File: config.mk
export PLATFORM = sky130hd
export DESIGN_NAME = adc_frame_sequencer_flat
export DESIGN_NICKNAME = d
export VERILOG_FILES = /design/src/rtl/adc_frame_sequencer_if.sv /design/src/rtl/adc_frame_sequencer.sv /design/src/flat_wrapper.sv
export SDC_FILE = /design/constraint.sdc
export NUM_CORES = 1
export LEC_CHECK = 0
export CAP_MARGIN = 40
export CORE_ASPECT_RATIO = 0.8
export CORE_UTILIZATION = 40
export DETAILED_ROUTE_END_ITERATION = 16
export DONT_BUFFER_PORTS = 1
export PLACE_DENSITY = 0.63
export SYNTH_ARGS = -nofsm -noshare
export SYNTH_HDL_FRONTEND = slang
export SYNTH_SLANG_ARGS = --single-unit
export TNS_END_PERCENT = 5
File: constraint.sdc
create_clock -name clk -period 2.2 [get_ports clk]
set_input_delay 0.33 -clock clk [delete_from_list [all_inputs] [get_ports clk]]
set_output_delay 0.33 -clock clk [all_outputs]
set_load 0.02 [all_outputs]
File: src/rtl/adc_frame_sequencer_if.sv
// rtl/adc_frame_sequencer_if.sv - control, capture and result signals of the ADC frame sequencer
interface adc_frame_sequencer_if;
   logic        enable;
   logic        start;
   logic [11:0] adc_bus;
   logic        spi_clock;
   logic        adc_ss;
   logic [11:0] sample;
   logic        sample_valid;
   logic        busy;
   logic [15:0] frame_count;

   modport master (
      input  enable, start, adc_bus,
      output spi_clock, adc_ss, sample, sample_valid, busy, frame_count
   );

   modport slave (
      output enable, start, adc_bus,
      input  spi_clock, adc_ss, sample, sample_valid, busy, frame_count
   );
endinterface

File: src/rtl/adc_frame_sequencer.sv
// rtl/adc_frame_sequencer.sv - SPI clock divider and ADC select framing with sample latch
// One frame: SETUP, 16 SPI clocks, HOLD, LATCH, a flush clock with select high, then a quiet gap.
module adc_frame_sequencer #(
   parameter int CLK_DIV     = 25,
   parameter int IDLE_CYCLES = 50,
   parameter int FREE_RUN    = 1
) (
   input  logic                  clk,
   input  logic                  rst,
   adc_frame_sequencer_if.master bus
);
   localparam int SPAN = (CLK_DIV > IDLE_CYCLES) ? CLK_DIV : IDLE_CYCLES;
   localparam int CW   = $clog2(SPAN + 1);
   localparam logic [CW-1:0] DIV_LAST  = CW'(CLK_DIV - 1);
   localparam logic [CW-1:0] GAP_LAST  = CW'((IDLE_CYCLES > 0) ? IDLE_CYCLES - 1 : 0);
   localparam logic [4:0]    LAST_EDGE = 5'd16;

   typedef enum logic [2:0] {IDLE, SETUP, SHIFT, HOLD, LATCH, FLUSH, GAP} state_t;

   state_t        state, state_nx;
   logic [CW-1:0] cnt, cnt_nx;
   logic [4:0]    edge_cnt, edge_cnt_nx;
   logic          spi, spi_nx;
   logic          ss_r;
   logic [11:0]   sample_r;
   logic          valid_r;
   logic          busy_r;
   logic          discard;
   logic [15:0]   frame_count_r;
   logic          div_done;

   assign div_done = (cnt == DIV_LAST);

   always_comb begin
      state_nx    = state;
      cnt_nx      = cnt + CW'(1);
      edge_cnt_nx = edge_cnt;
      spi_nx      = 1'b0;
      case (state)
         IDLE: begin
            cnt_nx = '0;
            if (bus.enable && (FREE_RUN != 0 || bus.start)) state_nx = SETUP;
         end
         SETUP: begin
            if (div_done) begin
               state_nx    = SHIFT;
               cnt_nx      = '0;
               spi_nx      = 1'b1;
               edge_cnt_nx = 5'd1;
            end
         end
         SHIFT: begin
            spi_nx = spi;
            if (div_done) begin
               cnt_nx = '0;
               if (spi) begin
                  spi_nx = 1'b0;
               end else if (edge_cnt == LAST_EDGE) begin
                  state_nx = HOLD;
               end else begin
                  spi_nx      = 1'b1;
                  edge_cnt_nx = edge_cnt + 5'd1;
               end
            end
         end
         HOLD: begin
            if (div_done) begin
               state_nx = LATCH;
               cnt_nx   = '0;
            end
         end
         LATCH: begin
            state_nx = FLUSH;
            cnt_nx   = '0;
            spi_nx   = 1'b1;
         end
         // Rising edge with select high lets the capture stage clear its bit counter.
         FLUSH: begin
            spi_nx = spi;
            if (div_done) begin
               cnt_nx = '0;
               if (spi) spi_nx = 1'b0;
               else     state_nx = (IDLE_CYCLES == 0) ? IDLE : GAP;
            end
         end
         GAP: begin
            if (cnt == GAP_LAST) begin
               state_nx = IDLE;
               cnt_nx   = '0;
            end
         end
         default: state_nx = IDLE;
      endcase
   end

   always_ff @(posedge clk or posedge rst) begin
      if (rst) begin
         state         <= IDLE;
         cnt           <= '0;
         edge_cnt      <= '0;
         spi           <= 1'b0;
         ss_r          <= 1'b1;
         sample_r      <= '0;
         valid_r       <= 1'b0;
         busy_r        <= 1'b0;
         discard       <= 1'b1;
         frame_count_r <= '0;
      end else begin
         state    <= state_nx;
         cnt      <= cnt_nx;
         edge_cnt <= edge_cnt_nx;
         spi      <= spi_nx;
         ss_r     <= !(state_nx inside {SETUP, SHIFT, HOLD});
         busy_r   <= (state_nx != IDLE);
         valid_r  <= 1'b0;
         // Outputs are registered from the next state so LATCH effects appear in the LATCH cycle.
         if (state_nx == LATCH) begin
            frame_count_r <= frame_count_r + 16'd1;
            discard       <= 1'b0;
            if (!discard) begin
               sample_r <= bus.adc_bus;
               valid_r  <= 1'b1;
            end
         end
      end
   end

   assign bus.spi_clock    = spi;
   assign bus.adc_ss       = ss_r;
   assign bus.sample       = sample_r;
   assign bus.sample_valid = valid_r;
   assign bus.busy         = busy_r;
   assign bus.frame_count  = frame_count_r;
endmodule

File: src/flat_wrapper.sv
// flat-port wrapper written by rule: the top's interface ports become plain ports
module adc_frame_sequencer_flat 
#(
   parameter int CLK_DIV     = 25,
   parameter int IDLE_CYCLES = 50,
   parameter int FREE_RUN    = 1
)
  (clk, rst, bus_enable, bus_start, bus_adc_bus, bus_spi_clock, bus_adc_ss, bus_sample, bus_sample_valid, bus_busy, bus_frame_count);
  adc_frame_sequencer_if bus_i ();
  input  logic clk;
  input  logic rst;
  input wire logic [$bits(bus_i.enable)-1:0] bus_enable;
  input wire logic [$bits(bus_i.start)-1:0] bus_start;
  input wire logic [$bits(bus_i.adc_bus)-1:0] bus_adc_bus;
  output wire logic [$bits(bus_i.spi_clock)-1:0] bus_spi_clock;
  output wire logic [$bits(bus_i.adc_ss)-1:0] bus_adc_ss;
  output wire logic [$bits(bus_i.sample)-1:0] bus_sample;
  output wire logic [$bits(bus_i.sample_valid)-1:0] bus_sample_valid;
  output wire logic [$bits(bus_i.busy)-1:0] bus_busy;
  output wire logic [$bits(bus_i.frame_count)-1:0] bus_frame_count;
  assign bus_i.enable = bus_enable;
  assign bus_i.start = bus_start;
  assign bus_i.adc_bus = bus_adc_bus;
  assign bus_spi_clock = bus_i.spi_clock;
  assign bus_adc_ss = bus_i.adc_ss;
  assign bus_sample = bus_i.sample;
  assign bus_sample_valid = bus_i.sample_valid;
  assign bus_busy = bus_i.busy;
  assign bus_frame_count = bus_i.frame_count;
  adc_frame_sequencer #(.CLK_DIV(CLK_DIV), .IDLE_CYCLES(IDLE_CYCLES), .FREE_RUN(FREE_RUN)) u_core (.clk(clk), .rst(rst), .bus(bus_i));
endmodule
==> impl_metrics.py <==
metrics = {
    "sta": {
        "max_slew_margin_pct": 61.6,
        "drv_slew": 0,
        "worst_pin_slew_ns": 0.575,
        "setup_slack_ns": 0.272,
        "whs_ns": 0.0400,
        "rsz0062_at_grt": "no",
        "finalSetupViolations": 0,
        "setup_tns_ns": 0,
        "fin_crit_sh_pct": 87.6,
        "period_needed_ns": 1.93,
        "finalClockSkew_ns": 0.0112,
        "fmax_mhz": 519,
        "hold_violations": 0,
    },
    "die": {
        "io_pins": 48,
        "core_um2": 5440,
        "floorplan.die_area_um2": 5940,
        "die_w_um": 85.9,
        "die_h_um": 69.2,
        "rows": 24,
        "initial_core_util_pct": 41.5,
    },
    "clock_tree": {
        "cts_buffers": 5,
        "cts_hold_buf": 0,
        "cts_num_sinks": 47,
        "ctsRootBufferMaster": "clkbuf_8",
        "ctsResizeCount": 0,
        "cts_tree": "built",
        "cts.reportedPaths.clkPinSlew_ns": 0.09,
        "cts_max_level": 2,
        "post-cts-setup-buffers": 0,
        "cts.path.max_buffers": 2,
        "clk_latency_ns": 0.31,
    },
    "setup_path": {
        "critPathMaxStageDelay_ns": 0.49,
        "r2r-start": "u_core.cnt[0]",
        "crit_start": "u_core.cnt[0]",
        "worst-path-stages": 7,
        "critPathLaunchType": "flop",
        "worst-endpoint-arrival_ns": 2.11,
        "critical_path_class": "flop to flop",
        "path_cells": "inv_1 -> ha_1 -> or4b_1 -> o211ai_2 -> o31a_2 -> nand3b_1 -> or2_1",
        "slowest_stage": "or4b_1",
        "required_ns": 2.39,
        "critPathCaptureType": "flop",
        "reg2reg_depth": 7,
        "crit_fanout": 5,
        "crit_family": "simple AND/OR/NAND/NOR gates",
        "cp_num_buf_inv": 1,
    },
    "global_routing": {
        "grt_pass1_vias": 1514,
        "grt_remaining_overflow": 0,
        "grt_max_degree": 48,
        "grt_use_total_pct": 15.0,
        "antenna_found_initial": 0,
        "grt_pass1_wl_um": 6880,
    },
    "yosys": {
        "synth_seq_cells": 47,
        "postSynthAreaPerCell_um2": 11.6,
        "ys_seq_area_share_pct": 52.3,
        "synth-edff-count": 0,
        "synth_cells": 195,
        "synth_ff_type": "dfrtp_1",
        "yosys_warnings": 0,
        "async_flop_share_pct": 100,
        "netlist_area_um2": 2250,
        "syn_nets": 217,
        "synth_cell_types": 52,
    },
    "pwr": {
        "leakagePower_nw": 1.14,
        "p_per_area_nw_per_um2": 612,
        "ir_drop_uv": 264,
    },
    "placed_design": {
        "place_congestion": 0.775,
        "dp_cells": 276,
        "dpl_worst_slack_ns": 0.299,
        "dpl.hpwl_um": 2830,
        "portBuffers": 0,
    },
    "final_layout": {
        "instances_no_fill": 284,
        "antenna_cells": 0,
        "drive_above_1_share_pct": 18.4,
        "final_cell_mix": "dfrtp_1 (45), nor2_1 (16), xnor2_1 (15)",
        "syn2layout_area_growth_pct": 9.71,
        "final_nets": 227,
        "final_common_cell": "dfrtp_1",
    },
    "route": {
        "avgViaCountPerCell": 5.18,
        "drc": 0,
        "totalWireLength_um": 3900,
        "ant_nets": 0,
        "firstDrtPassIters": 4,
        "wl_per_cell_um": 13.7,
        "vias": 1470,
        "drtIter0Drc": 109,
    },
    "status": {
        "outcome": "completed",
    },
    "min_path": {
        "hp-class": "input pin to async pin",
    },
    "job": {
        "cap_violations": 0,
    },
}
sequential cells by signal, indices dropped and copies added, names as in the netlist:
| signal | count |
|---|---|
| u_core.bus.frame_count | 16 |
| u_core.bus.sample | 12 |
| u_core.cnt | 6 |
| u_core.edge_cnt | 5 |
| u_core.state | 3 |
| u_core.bus.adc_ss | 1 |
| u_core.bus.busy | 1 |
| u_core.bus.sample_valid | 1 |
| u_core.bus.spi_clock | 1 |
| u_core.discard | 1 |
cell usage after synthesis (2+ instances only):
| cell type | count | area share, % |
|---|---|---|
| nor3_1 | 3 | 0.67 |
| and2b_2 | 2 | 0.78 |
| o21ai_0 | 5 | 1.1 |
| dfrtp_1 | 45 | 50 |
| nor2_1 | 16 | 2.7 |
| nand3_1 | 11 | 2.4 |
| o21a_1 | 3 | 1.0 |
| xnor2_1 | 15 | 5.8 |
| a21oi_1 | 3 | 0.67 |
| and3_1 | 2 | 0.55 |
| dfstp_2 | 2 | 2.3 |
| ha_1 | 6 | 3.3 |
| nand2_1 | 11 | 1.8 |
| nand4_1 | 5 | 1.4 |
| nor4bb_1 | 2 | 0.89 |
| inv_1 | 10 | 1.7 |
| mux2_2 | 6 | 3.0 |
| nor3_2 | 2 | 0.89 |
| mux2_1 | 6 | 3.0 |
| nor4b_1 | 2 | 0.78 |
| buf_6 | 2 | 1.0 |
| xor2_1 | 5 | 1.9 |
| a22oi_1 | 2 | 0.67 |
final cells by class:
cell class                 instances  area [µm²]
tap                               78        97.6
clock buffer                       5        68.8
inverter                          10        37.5
fill                             521        2960
sequential                        47        1180
multi-input combinational        133         987
clock inverter                     3        43.8
timing repair buffer               8        60.1
power breakdown:
group,total [mW],switching (mW),internal [mW]
combinational,0.0174,0.0158,0.00159
sequential,0.863,0,0.863
clock,0.634,0.295,0.338
total,1.51,0.311,1.20
per-stage QoR:
| step | utilization, % | total power, mW | instance area, µm² |
|---|---|---|---|
| after floorplan | - | 0.893 | 2250 |
| after global placement | 43.4 | 0.900 | 2360 |
| after detailed placement | 43.4 | 0.900 | 2360 |
| after CTS | 45.5 | 1.54 | 2470 |
| after global routing | 45.5 | 1.57 | 2470 |
| final | 45.5 | 1.51 | 2470 |
metal layers:
layer	up-vias	track usage (%)	share of wire, %
li1	705	-	-
met1	720	20.2	50
met2	39	21.8	42
met3	6	5.03	6.1
met4	0	6.67	1.8
met5	-	0	0
cells by family (layout without fill, tap and decap cells):
| logic type | Yosys count | in the layout | share of synthesized area [%] |
|---|---|---|---|
| AND/OR/NAND/NOR | 73 | 73 | 19.8 |
| flip-flops | 47 | 47 | 52.3 |
| AO/OA/AOI/OAI | 22 | 22 | 6.94 |
| XOR/XNOR | 20 | 20 | 7.77 |
| buffers and inverters | 15 | 26 | 3.94 |
| multiplexers | 12 | 12 | 5.99 |
| adder cells (fa/ha/maj) | 6 | 6 | 3.33 |
path summary, 6_finish.rpt:
check                                       end  slack [ns]
max                             u_core.bus.busy        0.27
min                        u_core.bus.sample[3]        0.04
max reg2reg                     u_core.bus.busy        0.27
min reg2reg                      u_core.discard        0.50
max in group asynchronous       u_core.state[0]        1.76
min in group clk           u_core.bus.sample[0]        0.15
(Power assumes the default switching activity.)
